`src/rtl/bcd_display_scanner_if.sv`:
```
// Control and display bus of the BCD display scanner.
// The master side requests conversions; the slave side drives the multiplexed digit outputs.
interface bcd_display_scanner_if;
    logic [15:0] value;
    logic        load;
    logic        blank_leading_zeros;
    logic        busy;
    logic        overflow;
    logic [15:0] digit_value;
    logic [3:0]  digit_select;

    modport master (
        output value,
        output load,
        output blank_leading_zeros,
        input  busy,
        input  overflow,
        input  digit_value,
        input  digit_select
    );

    modport slave (
        input  value,
        input  load,
        input  blank_leading_zeros,
        output busy,
        output overflow,
        output digit_value,
        output digit_select
    );
endinterface

```
`src/rtl/bcd_display_scanner.sv`:
```
// Converts a clamped 16-bit binary value to four BCD digits with a sequential double-dabble engine,
// then time-multiplexes the committed digits onto a single decoder with optional leading-zero blanking.
module bcd_display_scanner #(
    parameter int REFRESH_DIVIDER = 50000
) (
    input logic                    clock,
    input logic                    reset_n,
    bcd_display_scanner_if.slave   bus
);

    localparam int CNT_W = (REFRESH_DIVIDER > 2) ? $clog2(REFRESH_DIVIDER) : 1;
    localparam logic [CNT_W-1:0] CNT_LAST    = CNT_W'(REFRESH_DIVIDER - 1);
    localparam logic [15:0]      MAX_DISPLAY = 16'd9999;
    localparam logic [3:0]       LAST_ITER   = 4'd15;

    typedef enum logic [1:0] {
        IDLE,
        CONVERT,
        COMMIT
    } state_t;

    state_t             state;
    state_t             next_state;
    logic               busy_int;
    logic [31:0]        shift_reg;
    logic [31:0]        dabble_next;
    logic [3:0]         iter_count;
    logic               overflow_reg;
    logic [3:0][3:0]    digits;
    logic [CNT_W-1:0]   refresh_count;
    logic [1:0]         digit_index;
    logic [3:0]         blank_mask;

    always_ff @(posedge clock or negedge reset_n) begin
        if (!reset_n) begin
            state <= IDLE;
        end else begin
            state <= next_state;
        end
    end

    always_comb begin
        next_state = state;
        case (state)
            IDLE:    if (bus.load) next_state = CONVERT;
            CONVERT: if (iter_count == LAST_ITER) next_state = COMMIT;
            COMMIT:  next_state = IDLE;
            default: next_state = IDLE;
        endcase
    end

    always_comb begin
        busy_int = (state != IDLE);
    end

    // One double-dabble iteration: add 3 to every BCD nibble that is 5 or more, then shift the whole register.
    always_comb begin
        logic [31:0] adjusted;
        adjusted = shift_reg;
        for (int n = 0; n < 4; n++) begin
            if (adjusted[16 + 4*n +: 4] >= 4'd5) begin
                adjusted[16 + 4*n +: 4] = adjusted[16 + 4*n +: 4] + 4'd3;
            end
        end
        dabble_next = adjusted << 1;
    end

    always_ff @(posedge clock or negedge reset_n) begin
        if (!reset_n) begin
            shift_reg    <= '0;
            iter_count   <= '0;
            overflow_reg <= 1'b0;
            digits       <= '0;
        end else begin
            case (state)
                IDLE: begin
                    if (bus.load) begin
                        iter_count <= '0;
                        if (bus.value > MAX_DISPLAY) begin
                            shift_reg    <= {16'd0, MAX_DISPLAY};
                            overflow_reg <= 1'b1;
                        end else begin
                            shift_reg    <= {16'd0, bus.value};
                            overflow_reg <= 1'b0;
                        end
                    end
                end
                CONVERT: begin
                    shift_reg  <= dabble_next;
                    iter_count <= iter_count + 4'd1;
                end
                COMMIT: begin
                    digits <= shift_reg[31:16];
                end
                default: ;
            endcase
        end
    end

    // The scanner runs forever, regardless of conversions in flight.
    always_ff @(posedge clock or negedge reset_n) begin
        if (!reset_n) begin
            refresh_count <= '0;
            digit_index   <= '0;
        end else if (refresh_count == CNT_LAST) begin
            refresh_count <= '0;
            digit_index   <= digit_index + 2'd1;
        end else begin
            refresh_count <= refresh_count + 1'b1;
        end
    end

    // A digit is blanked only when it and every more significant digit are zero; units always show.
    always_comb begin
        blank_mask[3] = bus.blank_leading_zeros && (digits[3] == 4'd0);
        blank_mask[2] = blank_mask[3] && (digits[2] == 4'd0);
        blank_mask[1] = blank_mask[2] && (digits[1] == 4'd0);
        blank_mask[0] = 1'b0;
    end

    always_comb begin
        bus.busy         = busy_int;
        bus.overflow     = overflow_reg;
        bus.digit_select = ~(4'b0001 << digit_index);
        if (blank_mask[digit_index]) begin
            bus.digit_value = 16'd15;
        end else begin
            bus.digit_value = {12'd0, digits[digit_index]};
        end
    end

endmodule

```
`src/flat_wrapper.sv`:
```
// flat-port wrapper written by rule: the top's interface ports become plain ports
module bcd_display_scanner_flat 
#(
    parameter int REFRESH_DIVIDER = 50000
)
  (clock, reset_n, bus_value, bus_load, bus_blank_leading_zeros, bus_busy, bus_overflow, bus_digit_value, bus_digit_select);
  bcd_display_scanner_if bus_i ();
  input logic clock;
  input logic reset_n;
  input wire logic [$bits(bus_i.value)-1:0] bus_value;
  input wire logic [$bits(bus_i.load)-1:0] bus_load;
  input wire logic [$bits(bus_i.blank_leading_zeros)-1:0] bus_blank_leading_zeros;
  output wire logic [$bits(bus_i.busy)-1:0] bus_busy;
  output wire logic [$bits(bus_i.overflow)-1:0] bus_overflow;
  output wire logic [$bits(bus_i.digit_value)-1:0] bus_digit_value;
  output wire logic [$bits(bus_i.digit_select)-1:0] bus_digit_select;
  assign bus_i.value = bus_value;
  assign bus_i.load = bus_load;
  assign bus_i.blank_leading_zeros = bus_blank_leading_zeros;
  assign bus_busy = bus_i.busy;
  assign bus_overflow = bus_i.overflow;
  assign bus_digit_value = bus_i.digit_value;
  assign bus_digit_select = bus_i.digit_select;
  bcd_display_scanner #(.REFRESH_DIVIDER(REFRESH_DIVIDER)) u_core (.clock(clock), .reset_n(reset_n), .bus(bus_i));
endmodule
```
`config.mk`:
```
export PLATFORM = sky130hd
export DESIGN_NAME = bcd_display_scanner_flat
export DESIGN_NICKNAME = d
export VERILOG_FILES = /design/src/rtl/bcd_display_scanner_if.sv /design/src/rtl/bcd_display_scanner.sv /design/src/flat_wrapper.sv
export SDC_FILE = /design/constraint.sdc
export NUM_CORES = 1
export LEC_CHECK = 0
export ABC_AREA = 1
export CORE_ASPECT_RATIO = 0.7
export CORE_MARGIN = 5
export CORE_UTILIZATION = 35
export CTS_BUF_LIST = sky130_fd_sc_hd__clkbuf_8
export CTS_CLUSTER_DIAMETER = 150
export DETAILED_ROUTE_END_ITERATION = 7
export GPL_TIMING_DRIVEN = 1
export SLEW_MARGIN = 15
export SYNTH_ARGS = -nofsm -noshare
export SYNTH_HDL_FRONTEND = slang
export SYNTH_SLANG_ARGS = --single-unit
```
`constraint.sdc`:
```
create_clock -name clock -period 3 [get_ports clock]
set_clock_uncertainty 0.1 [all_clocks]
set_input_delay 0.3 -clock clock [delete_from_list [all_inputs] [get_ports clock]]
set_output_delay 0.3 -clock clock [all_outputs]
set_load 0.05 [all_outputs]
```
* After elaboration in Yosys (flattened, before gate mapping)
Index checks and enable logic that the tools add are counted.
Storage, ports and cells: output and inout port bits 22, input bits 20, flip-flop bits (word level) 73
Cells by class: eq/ne operators 6, magnitude comparators 6, bitwise operators 1, multiplexer cells 19, add/subtract/negate cells 7, shifts and indexed selects 1, reductions and logical operators 12
Operator list (number):
- $pmux W32 S2 | 1
- $mux W16 | 2
- $mux W32 | 1
- $mux W4 | 6
- $add A16 B1 Y16 const B | 1
- $eq A16 B16 Y1 const B | 1
- $ge A4 B3 Y1 const B | 4
- $gt A16 B14 Y1 const B | 1
- $add A4 B2 Y4 const B | 3
- $logic_not A4 Y1 | 3
- $bmux W4 S2 | 1
- $pmux W4 S2 | 1
- $reduce_and A2 Y1 | 3
- $add A4 B1 Y4 const B | 1
- $eq A4 B4 Y1 const B | 1
- $mux W2 | 2
- $not A4 Y4 | 1
- $pmux W2 S2 | 1
- $reduce_bool A2 Y1 | 2
- $shl A1 B2 Y4 const A | 1
- $add A3 B2 Y3 const B | 1
- $logic_and A1 B1 Y1 | 3
- $lt A2 B3 Y1 const B | 1
- $mux W3 | 1
- 8 further kinds | 9

* Longest topological paths before layout
word-level depth 7, gate-level depth with buffers 9

* Least setup slack after synthesis
Ideal clock, no wire load.
kind register to output, from register u_core.digit_index[0], to output port bus_digit_value[0], data required time 2600 ps, buffers on the path 0, setup slack 1294 ps, stages on the path, launching flop included 7, arrival 1306 ps, path through dfrtp_1 -> inv_1 -> nor2_1 -> nor2_1 -> nor2_1 -> nand3_1 -> nand3_1
Between the ends: word-level cells in the longest chain between the ends 3, elaborated cells between the ends (all ways) 5, classes of those cells 5 x mux
RTL lines:
- start, declared | line bcd_display_scanner.sv:31 | logic [1:0] digit_index;
- start signal, assigned | line bcd_display_scanner.sv:107 | digit_index <= digit_index + 2'd1;
- $bmux W4 S2 or $bmux W1 S2 (tied branches) | line bcd_display_scanner.sv:128, bcd_display_scanner.sv:125
- $mux W4 (implied by the code) or $mux W1 (tied branches) | line bcd_display_scanner.sv:128, bcd_display_scanner.sv:125
- $mux W4 * | line bcd_display_scanner.sv:125 | if (blank_mask[digit_index]) begin
- end, declared | line flat_wrapper.sv:15 | output wire logic [$bits(bus_i.digit_value)-1:0] bus_digit_value;
Every way passes the cells marked *; elsewhere a longest branch is shown, timed or not. The select of a mux whose other input is x is not followed.

* Worst setup path in the final report
from register u_core.digit_index[1], to output port bus_digit_value[2]
The elaborated chain is that of the path after synthesis.

==> flow_metrics.env <==
export IMPL_reg2reg_depth=8
export IMPL_cts_buffers=9
export IMPL_cts_tree="done"
export IMPL_drv_cap=0
export IMPL_synth_edf_count=0
export IMPL_grt_overflow_total=0
export IMPL_max_stage_delay_ps=820
export IMPL_drt_total_wl_microns=8140
export IMPL_synth_common_cells="nand2_1 (130), dfrtp_1 (73), nor2_1 (65)"
export IMPL_cts_hold_buf=1
export IMPL_insertion_delay_ps=340
export IMPL_setup_tns_ps=0
export IMPL_postCtsSetupBuffers=0
export IMPL_drive_gt1_share_pct=7.09
export IMPL_syn_area_per_cell_sq_um=7.89
export IMPL_clk_pin_slew_ps=70
export IMPL_drc=0
export IMPL_synth_most_common_cell="nand2_1"
export IMPL_critical_path_top_delay_family="buffers and inverters"
export IMPL_die_w_microns=137
export IMPL_fp_dieArea_sq_um=13500
export IMPL_worst_pin_slew_ps=880
export IMPL_fillers=1134
export IMPL_rsz0062_at_grt="false"
export IMPL_portBuffers=29
export IMPL_min_to="u_core.refresh_count[0]$_DFF_PN0_"
export IMPL_end_kind="output port"
export IMPL_largest_reg_flops=32
export IMPL_clk_path_buf_depth=2
export IMPL_grt_max_degree=44
export IMPL_fin_crit_sh_pct=90.1
export IMPL_first_pass_iters=4
export IMPL_drtAntennaViolNets=0
export IMPL_ys_flop_type="dfrtp_1"
export IMPL_p_per_area_nw_per_um2=875
export IMPL_leakage_nw=2.20
export IMPL_fin_crit_ps=2700
export IMPL_yosys_warnings=0
export IMPL_slew_headroom_pct=41.2
export IMPL_clock_fmax_mhz=370
export IMPL_core_sq_um=11000
export IMPL_slew_violations=0
export IMPL_ios=42
export IMPL_htree_levels=3
export IMPL_cpMostUsedCell="nand3_1"
export IMPL_gp_congestion=0.839
export IMPL_worstHoldPathCells=1
export IMPL_cts_root_buffer="clkbuf_8"
export IMPL_ir_drop_uv=320
export IMPL_cts_sinks=73
export IMPL_syn_inst=499
export IMPL_cp_start_kind="flop"
export IMPL_placed_cell_area_sq_um=4320
export IMPL_route_detailed_wl_per_inst_microns=11.8
export IMPL_antenna_found_initial=0
export IMPL_regToRegEndpoint="u_core.shift_reg[1]$_DFFE_PN0P_"
export IMPL_synthTopCellsByArea="dfrtp_1 (46%), nand2_1 (12%), nor2_1 (6.2%), o21ai_0 (6.0%), inv_1 (5.0%)"
export IMPL_min_delay_path_class="flop to flop"
export IMPL_hold_violations=0
export IMPL_synthesis_area_sq_um=3940
export IMPL_grt_pass1_wl_microns=14200
export IMPL_start_util_pct=35.7
export IMPL_dpl_hpwl_microns=5910
export IMPL_fin_hold_ws_ps=360
export IMPL_setup_violations=0
export IMPL_track_usage_pct=13.0
export IMPL_critPathBufInv=2
export IMPL_num_antenna_cells=0
export IMPL_fin_area_sq_um=4560
export IMPL_synth_yosys_seq_area_share_pct=46.4
export IMPL_vias=3126
export IMPL_timing_rr_start="u_core.state[0]$_DFFE_PN0P_"
export IMPL_drt_iter0_drc=291
export IMPL_reg2reg_slack_ps=1300
export IMPL_path_cells="inv_1, o21ai_0, nand3_1, nand3_1, clkdlybuf4s50_1"
export IMPL_synth_top_cell_area_share_pct=46.4
export IMPL_synth_top_area_cell="dfrtp_1"
export IMPL_cp_arrival_ps=2300
export IMPL_viasPerCell=4.54
export IMPL_fin_nets=565
export IMPL_async_flop_share_pct=100
export IMPL_cp_max_fo=9
export IMPL_synthDistinctLibCells=30
export IMPL_ctsResizeCount=0
export IMPL_die_h_microns=98.7
export IMPL_rows=32
export IMPL_crit_type="flop to output port"
export IMPL_area_growth_pct=15.9
export IMPL_total_power_mw=3.99
export IMPL_crit_slowest_cell="clkdlybuf4s50_1"
export IMPL_status="finished clean"
export IMPL_ys_seq_elements=73
export IMPL_first_global_vias=2945
export IMPL_worstPathRequired_ps=2600
export IMPL_hold_start="u_core.refresh_count[0]$_DFF_PN0_"
-- where the power goes --
part | switching [mW] | total (mW) | internal [mW]
clock network | 0.362 | 0.873 | 0.511
registers | 0.233 | 1.56 | 1.33
logic | 1.00 | 1.56 | 0.552
-- cell families (layout without fill, tap and decap cells) --
group,Yosys count,count (layout),share of synthesized area (%)
AOI/OAI and AO/OA,78,78,11.0
xor gates and xnor gates,15,15,3.34
adders and majority gates,14,14,4.45
buffers and inverters,80,106,9.54
DFF,73,73,46.4
other,1,12,0.0953
and+or+nand+nor,238,238,25.2
-- cell type report --
class / count / area [sq um] / share of cell area (%)
clock inverter: 5 / 77.6 / 1.70
timing repair buffer: 34 / 325 / 7.14
sequential: 73 / 1830 / 40.1
clock buffer: 11 / 151 / 3.32
inverter: 56 / 213 / 4.67
multi-input combinational: 357 / 1770 / 38.9
tap: 153 / 191 / 4.20
-- per-layer routing --
layer  global-route usage [%]  up-vias  part of all wire [%]  wire (microns)
met5                        0        -                     0               0
met4                     2.79        0                  0.81              66
met3                     4.08        7                   5.0             409
met2                     17.5       63                    40            3280
met1                     20.0     1437                    54            4380
li1                         -     1619                     -               -
-- through the flow --
step	instances	util, %	setup WS [ps]
2_1_floorplan	510	-	1290
3_3_place_gp	672	39.2	580
3_5_place_dp	672	39.2	566
4_1_cts	689	41.4	248
5_1_grt	689	41.4	120
6_report	689	41.4	298
-- placed cells by master, fill, tap and decap left out, drive strengths merged --
cell type      netlist  routed
dfrtp               73      73
clkbuf               4      11
clkinv               0       2
o22ai                8       8
clkinvlp             0       1
buf                 20       5
dlygate4sd3          0       1
nand3               33      33
xnor2                1       1
clkdlybuf4s50        0      28
o21ai               51      51
nor2                69      69
nand4                1       1
conb                 1      12
a21oi                8       8
bufinv               0       2
a21boi               6       6
xor2                14      14
inv                 56      56
nand2              135     135
o211ai               3       3
o21bai               1       1
ha                  14      14
a22o                 1       1
-- how the worst max path moves through the flow --
stage / from / end / slack, ps / depth (start not counted)
global route: u_core.digit_index[1]$_DFFE_PN0N_ / bus_digit_value[2] / 120 / 5
global placement: bus_blank_leading_zeros / bus_digit_value[2] / 580 / 6
floorplan: u_core.digit_index[0]$_DFFE_PN0N_ / bus_digit_value[0] / 1290 / 6
CTS: u_core.digit_index[1]$_DFFE_PN0N_ / bus_digit_value[1] / 250 / 5
detailed placement: bus_blank_leading_zeros / bus_digit_value[1] / 570 / 6
finish: u_core.digit_index[1]$_DFFE_PN0N_ / bus_digit_value[2] / 300 / 5
-- worst register-to-register path: cells and delay by family (launching register included) --
family	cells	cell delay [ps]
buffers and inverters	3	640
flip-flops	1	380
AND/OR/NAND/NOR	5	480
Note: power is estimated with default switching activity, not from simulation.
